$ cat src/rtl/mem_port_arbiter_if.sv
// rtl/mem_port_arbiter_if.sv - CPU I/D request ports and shared memory port bundle
// slave is the arbiter's view; master is the view of the CPU plus memory around it.
interface mem_port_arbiter_if #(
  parameter int ADDR_W = 10,
  parameter int DATA_W = 32
);
  logic              I_READ;
  logic [ADDR_W-1:0] I_ADDRESS;
  logic [DATA_W-1:0] I_READDATA;
  logic              I_BUSYWAIT;

  logic              D_READ;
  logic              D_WRITE;
  logic [ADDR_W-1:0] D_ADDRESS;
  logic [DATA_W-1:0] D_WRITEDATA;
  logic [DATA_W-1:0] D_READDATA;
  logic              D_BUSYWAIT;

  logic              M_READ;
  logic              M_WRITE;
  logic [ADDR_W-1:0] M_ADDRESS;
  logic [DATA_W-1:0] M_WRITEDATA;
  logic [DATA_W-1:0] M_READDATA;
  logic              M_BUSYWAIT;

  modport slave (
    input  I_READ, I_ADDRESS,
    output I_READDATA, I_BUSYWAIT,
    input  D_READ, D_WRITE, D_ADDRESS, D_WRITEDATA,
    output D_READDATA, D_BUSYWAIT,
    output M_READ, M_WRITE, M_ADDRESS, M_WRITEDATA,
    input  M_READDATA, M_BUSYWAIT
  );

  modport master (
    output I_READ, I_ADDRESS,
    input  I_READDATA, I_BUSYWAIT,
    output D_READ, D_WRITE, D_ADDRESS, D_WRITEDATA,
    input  D_READDATA, D_BUSYWAIT,
    input  M_READ, M_WRITE, M_ADDRESS, M_WRITEDATA,
    output M_READDATA, M_BUSYWAIT
  );
endinterface

$ cat src/rtl/mem_port_arbiter.sv
// rtl/mem_port_arbiter.sv - two-to-one I/D arbiter in front of a single-port word memory
// D side has priority; a saturating starvation counter forces an I grant after MAX_WAIT losses.
module mem_port_arbiter #(
  parameter int ADDR_W   = 10,
  parameter int DATA_W   = 32,
  parameter int MAX_WAIT = 3
) (
  input logic               CLK,
  input logic               RESET,
  mem_port_arbiter_if.slave bus
);

  typedef enum logic [2:0] {IDLE, GNT_I, GNT_D, REL_I, REL_D} state_t;

  localparam logic [3:0] MAX_W = 4'(MAX_WAIT);

  state_t            state_q;
  logic              m_read_q;
  logic              m_write_q;
  logic [ADDR_W-1:0] m_addr_q;
  logic [DATA_W-1:0] m_wdata_q;
  logic [DATA_W-1:0] i_rdata_q;
  logic [DATA_W-1:0] d_rdata_q;
  logic [3:0]        starve_q;
  logic [3:0]        starve_d;

  logic req_i;
  logic req_d;
  logic win_i;
  logic win_d;

  assign req_i = bus.I_READ;
  assign req_d = bus.D_READ | bus.D_WRITE;

  always_comb begin
    win_i    = req_i & (~req_d | (starve_q == MAX_W));
    win_d    = req_d & ~win_i;
    starve_d = starve_q;
    if (win_i) begin
      starve_d = '0;
    end else if (req_i && (starve_q < MAX_W)) begin
      starve_d = starve_q + 4'd1;
    end
  end

  // Strobes and address/data are latched at the decision edge and held through GNT_x.
  always_ff @(posedge CLK or posedge RESET) begin
    if (RESET) begin
      state_q   <= IDLE;
      m_read_q  <= 1'b0;
      m_write_q <= 1'b0;
      m_addr_q  <= '0;
      m_wdata_q <= '0;
      i_rdata_q <= '0;
      d_rdata_q <= '0;
      starve_q  <= '0;
    end else begin
      case (state_q)
        IDLE: begin
          if (req_i || req_d) begin
            starve_q <= starve_d;
          end
          if (win_d) begin
            m_read_q  <= ~bus.D_WRITE;
            m_write_q <= bus.D_WRITE;
            m_addr_q  <= bus.D_ADDRESS;
            m_wdata_q <= bus.D_WRITEDATA;
            state_q   <= GNT_D;
          end else if (win_i) begin
            m_read_q  <= 1'b1;
            m_write_q <= 1'b0;
            m_addr_q  <= bus.I_ADDRESS;
            state_q   <= GNT_I;
          end
        end
        GNT_I: begin
          if (!bus.M_BUSYWAIT) begin
            i_rdata_q <= bus.M_READDATA;
            m_read_q  <= 1'b0;
            m_write_q <= 1'b0;
            state_q   <= REL_I;
          end
        end
        GNT_D: begin
          if (!bus.M_BUSYWAIT) begin
            if (m_read_q) begin
              d_rdata_q <= bus.M_READDATA;
            end
            m_read_q  <= 1'b0;
            m_write_q <= 1'b0;
            state_q   <= REL_D;
          end
        end
        REL_I, REL_D: begin
          state_q <= IDLE;
        end
        default: begin
          state_q <= IDLE;
        end
      endcase
    end
  end

  assign bus.M_READ      = m_read_q;
  assign bus.M_WRITE     = m_write_q;
  assign bus.M_ADDRESS   = m_addr_q;
  assign bus.M_WRITEDATA = m_wdata_q;
  assign bus.I_READDATA  = i_rdata_q;
  assign bus.D_READDATA  = d_rdata_q;
  // Release is visible only in REL_x, so a requester is stalled the cycle it asks.
  assign bus.I_BUSYWAIT  = req_i & (state_q != REL_I);
  assign bus.D_BUSYWAIT  = req_d & (state_q != REL_D);

endmodule
$ cat src/flat_wrapper.sv
// flat-port wrapper written by rule: the top's interface ports become plain ports
module mem_port_arbiter_flat 
#(
  parameter int ADDR_W   = 10,
  parameter int DATA_W   = 32,
  parameter int MAX_WAIT = 3
)
  (CLK, RESET, bus_I_READ, bus_I_ADDRESS, bus_I_READDATA, bus_I_BUSYWAIT, bus_D_READ, bus_D_WRITE, bus_D_ADDRESS, bus_D_WRITEDATA, bus_D_READDATA, bus_D_BUSYWAIT, bus_M_READ, bus_M_WRITE, bus_M_ADDRESS, bus_M_WRITEDATA, bus_M_READDATA, bus_M_BUSYWAIT);
  mem_port_arbiter_if #(.ADDR_W(ADDR_W), .DATA_W(DATA_W)) bus_i ();
  input logic CLK;
  input logic RESET;
  input wire logic [$bits(bus_i.I_READ)-1:0] bus_I_READ;
  input wire logic [$bits(bus_i.I_ADDRESS)-1:0] bus_I_ADDRESS;
  output wire logic [$bits(bus_i.I_READDATA)-1:0] bus_I_READDATA;
  output wire logic [$bits(bus_i.I_BUSYWAIT)-1:0] bus_I_BUSYWAIT;
  input wire logic [$bits(bus_i.D_READ)-1:0] bus_D_READ;
  input wire logic [$bits(bus_i.D_WRITE)-1:0] bus_D_WRITE;
  input wire logic [$bits(bus_i.D_ADDRESS)-1:0] bus_D_ADDRESS;
  input wire logic [$bits(bus_i.D_WRITEDATA)-1:0] bus_D_WRITEDATA;
  output wire logic [$bits(bus_i.D_READDATA)-1:0] bus_D_READDATA;
  output wire logic [$bits(bus_i.D_BUSYWAIT)-1:0] bus_D_BUSYWAIT;
  output wire logic [$bits(bus_i.M_READ)-1:0] bus_M_READ;
  output wire logic [$bits(bus_i.M_WRITE)-1:0] bus_M_WRITE;
  output wire logic [$bits(bus_i.M_ADDRESS)-1:0] bus_M_ADDRESS;
  output wire logic [$bits(bus_i.M_WRITEDATA)-1:0] bus_M_WRITEDATA;
  input wire logic [$bits(bus_i.M_READDATA)-1:0] bus_M_READDATA;
  input wire logic [$bits(bus_i.M_BUSYWAIT)-1:0] bus_M_BUSYWAIT;
  assign bus_i.I_READ = bus_I_READ;
  assign bus_i.I_ADDRESS = bus_I_ADDRESS;
  assign bus_I_READDATA = bus_i.I_READDATA;
  assign bus_I_BUSYWAIT = bus_i.I_BUSYWAIT;
  assign bus_i.D_READ = bus_D_READ;
  assign bus_i.D_WRITE = bus_D_WRITE;
  assign bus_i.D_ADDRESS = bus_D_ADDRESS;
  assign bus_i.D_WRITEDATA = bus_D_WRITEDATA;
  assign bus_D_READDATA = bus_i.D_READDATA;
  assign bus_D_BUSYWAIT = bus_i.D_BUSYWAIT;
  assign bus_M_READ = bus_i.M_READ;
  assign bus_M_WRITE = bus_i.M_WRITE;
  assign bus_M_ADDRESS = bus_i.M_ADDRESS;
  assign bus_M_WRITEDATA = bus_i.M_WRITEDATA;
  assign bus_i.M_READDATA = bus_M_READDATA;
  assign bus_i.M_BUSYWAIT = bus_M_BUSYWAIT;
  mem_port_arbiter #(.ADDR_W(ADDR_W), .DATA_W(DATA_W), .MAX_WAIT(MAX_WAIT)) u_core (.CLK(CLK), .RESET(RESET), .bus(bus_i));
endmodule
$ cat config.mk
export PLATFORM = sky130hd
export DESIGN_NAME = mem_port_arbiter_flat
export DESIGN_NICKNAME = d
export VERILOG_FILES = /design/src/rtl/mem_port_arbiter_if.sv /design/src/rtl/mem_port_arbiter.sv /design/src/flat_wrapper.sv
export SDC_FILE = /design/constraint.sdc
export NUM_CORES = 1
export LEC_CHECK = 0
export BUFFER_PORTS_ARGS = -buffer_cell sky130_fd_sc_hd__buf_2
export CAP_MARGIN = 20
export CORE_AREA = 2 2 109 111
export DETAILED_ROUTE_END_ITERATION = 7
export DIE_AREA = 0 0 111 113
export GPL_TIMING_DRIVEN = 0
export PLACE_DENSITY_LB_ADDON = 0.12
export SLEW_MARGIN = 40
export SYNTH_ARGS = -nofsm -noshare
export SYNTH_HDL_FRONTEND = slang
export SYNTH_SLANG_ARGS = --single-unit
$ cat constraint.sdc
create_clock -name CLK -period 4 [get_ports CLK]
set_input_delay 1 -clock CLK [delete_from_list [all_inputs] [get_ports CLK]]
set_output_delay 1 -clock CLK [all_outputs]
set_load 0.02 [all_outputs]
==> qor.yml <==
finalSetupViolCount: 0
synth_area_leaders: "dfrtp_1 (60%), mux2_4 (9.4%), mux2_2 (8.7%)"
dieArea_um2: 12540
synth_edf_count: 0
critPathMaxFanout: 10
required_ns: 3.00
coreArea_um2: 11270
critPathCaptureType: "output pin"
drc_errors: 0
antenna_found_initial: 0
min_path_type: "flip-flop to flip-flop"
nFillCells: 898
io_buffers: 199
pwr-share-comb_pct: 41.7
async_flop_share_pct: 100.0
crit_type: "primary input to output pin"
dr.pass1.iters: 4
yosys_warnings: 0
synth_ff_type: "dfrtp_1"
hold_buffers: 0
cts.repair.resized: 0
p_per_area_nw_per_um2: 934.1
synth.distinct_cells: 37
cts_max_path_buffers: 2
cts-buffers-inserted: 17
initial_core_util_pct: 42.46
via_per_inst: 4.932
status: "complete, no violations"
syn_area_um2: 4786
final_cell_mix: "buf_2 (199), dfrtp_1 (115), mux2_2 (37)"
antenna_cells: 0
yosys.area.top_type: "dfrtp_1"
pin_count: 200
setup-tns-final_ns: 0
clk_pin_slew_ns: 0.05
power.total_mw: 6.302
grt_overflow_total: 0
cts-root-buf: "clkbuf_16"
fin_skew_ns: 0.008247
clock_sinks: 115
dpl.hpwl_um: 8518
via_count: 3413
drive_above_1_share_pct: 58.65
grt_pass1_wl_um: 18670
ys_seq_area_share_pct: 60.13
die_h_um: 113
synth_top_cell_area_share_pct: 60.13
finalNetCount: 627
finalCritPeriodShare_pct: 75.06
switching_share_pct: 35.64
clkPwrFrac_pct: 26.2
die_w_um: 111
internal_power_mw: 4.056
switching_power_mw: 2.246
period_minus_slack_ns: 3.003
grt_max_degree: 26
slew_viol_final: 0
syn_to_final_growth_pct: 40.97
grt_pass1_vias: 3622
post_cts_buffers: 0
cp-start-kind: "primary input"
fp-row-count: 39
cts_tree: "built"
first_iter_violations: 116
clkLatencyLatePin_ns: 0.41
final_common_cell: "buf_2"
fmax_mhz: 333.1
gp_congestion: 0.7649
h-tree-depth: 4
seq_power_share_pct: 32.1
max-slew-margin-rel_pct: 61.44
critPathArrivalTime_ns: 2.00
finalHoldViolations: 0
synth_cells: 313
synth_fp_nets: 404
rsz0062_at_grt: "no"
avgRoutedWirePerCell_um: 16.60
vdd_drop_max_mv: 0.5016
leakage_nw: 3.394
antenna_left: 0
routed_wl_um: 11480
avgSynthCellArea_um2: 15.29
grtUsageTotal_pct: 19.22
ys_ff_latch: 115
cap_violations: 0
worst_pin_slew_ns: 0.5759
[registers in the layout (all words and copies together), names as in the netlist]
| signal | count |
|---|---|
| u_core.bus.D_READDATA | 32 |
| u_core.bus.M_READ | 1 |
| u_core.bus.M_WRITE | 1 |
| u_core.bus.M_ADDRESS | 10 |
| u_core.state_q | 3 |
| u_core.bus.M_WRITEDATA | 32 |
| u_core.starve_q | 4 |
| u_core.bus.I_READDATA | 32 |
[synth_stat cells (2+ instances only)]
| library cell | instances |
|---|---|
| and2_1 | 3 |
| mux2_1 | 31 |
| a31oi_1 | 10 |
| a21oi_1 | 12 |
| nand3_1 | 12 |
| buf_6 | 11 |
| clkbuf_1 | 7 |
| a211oi_1 | 3 |
| o21ai_0 | 11 |
| nor4b_4 | 2 |
| mux2_4 | 30 |
| dfrtp_1 | 115 |
| mux2_2 | 37 |
| nand2_1 | 2 |
| nor2_1 | 3 |
| inv_1 | 3 |
[final timing paths]
path	start	endpoint	slack, ns	cells past startpoint
worst max-delay path	bus_D_WRITE	bus_D_BUSYWAIT	1.0	5
worst min-delay path	u_core.bus.I_READDATA[13]	u_core.bus.I_READDATA[13]	0.48	1
worst max register to register	u_core.state_q[2]	u_core.bus.I_READDATA[18]	2.17	4
worst min register to register	u_core.bus.I_READDATA[13]	u_core.bus.I_READDATA[13]	0.48	1
max in group asynchronous	RESET	u_core.bus.M_ADDRESS[9]	2.62	5
min in group asynchronous	RESET	u_core.bus.D_READDATA[10]	0.59	2
[layer usage]
layer | global-route usage, % | up-vias | share of wire [%]
met1 | 22.97 | 1673 | 40
met4 | 7.333 | 0 | 1.7
met3 | 6.427 | 15 | 7.2
met5 | 0 | - | 0
met2 | 32.47 | 146 | 51
li1 | - | 1579 | -
[through the flow]
| step | hold WS (ns) | utilization (%) | setup slack [ns] | cells | instance area [um2] |
|---|---|---|---|---|---|
| after floorplan | 0.4771 | - | 1.433 | 313 | 4790 |
| after global placement | 0.4653 | 52.91 | 0.8313 | 655 | 5964 |
| after detailed placement | 0.4691 | 54.07 | 0.9921 | 660 | 6095 |
| after CTS | 0.4813 | 59.85 | 0.9847 | 692 | 6746 |
| after global routing | 0.4941 | 59.85 | 0.8730 | 692 | 6746 |
| final | 0.4753 | 59.85 | 0.9975 | 692 | 6746 |
[cells by family (layout without fill, tap and decap cells)]
family,Yosys count,in the layout,synth area share [%]
buffers and inverters,22,258,3.530
and+or+nand+nor,33,33,5.099
AOI/OAI and AO/OA,42,42,5.177
muxes,99,99,25.62
adders and majority gates,1,1,0.2614
xor gates and xnor gates,1,1,0.1830
DFF,115,115,60.13
[power groups by stage]
stage	clock [mW]	combinational (mW)	sequential [mW]
2_1_floorplan	0	1.10	2.70
3_3_place_gp	0	2.59	2.00
3_5_place_dp	0	2.66	2.03
4_1_cts	1.68	2.67	2.02
5_1_grt	1.74	2.80	2.09
6_report	1.65	2.63	2.02
[layout make-up]
class                   instances  area [um2]  share of cell area (%)
clock buffers                  22       474.2                   7.029
flip-flops and latches        115        2878                   42.66
repair buffers                204        1126                   16.69
inverters                       3       15.01                  0.2226
well taps                     143       178.9                   2.652
clock inverters                10       177.7                   2.634
plain buffers                  19       157.7                   2.337
multi-input cells             176        1739                   25.78
[critical path, cell delays in order]
cell and delay [ns]:
buf_2 0.14, nor2_1 0.21, clkbuf_1 0.38, a21oi_1 0.09, buf_2 0.18
No activity file was read; power rests on OpenSTA's default activity.
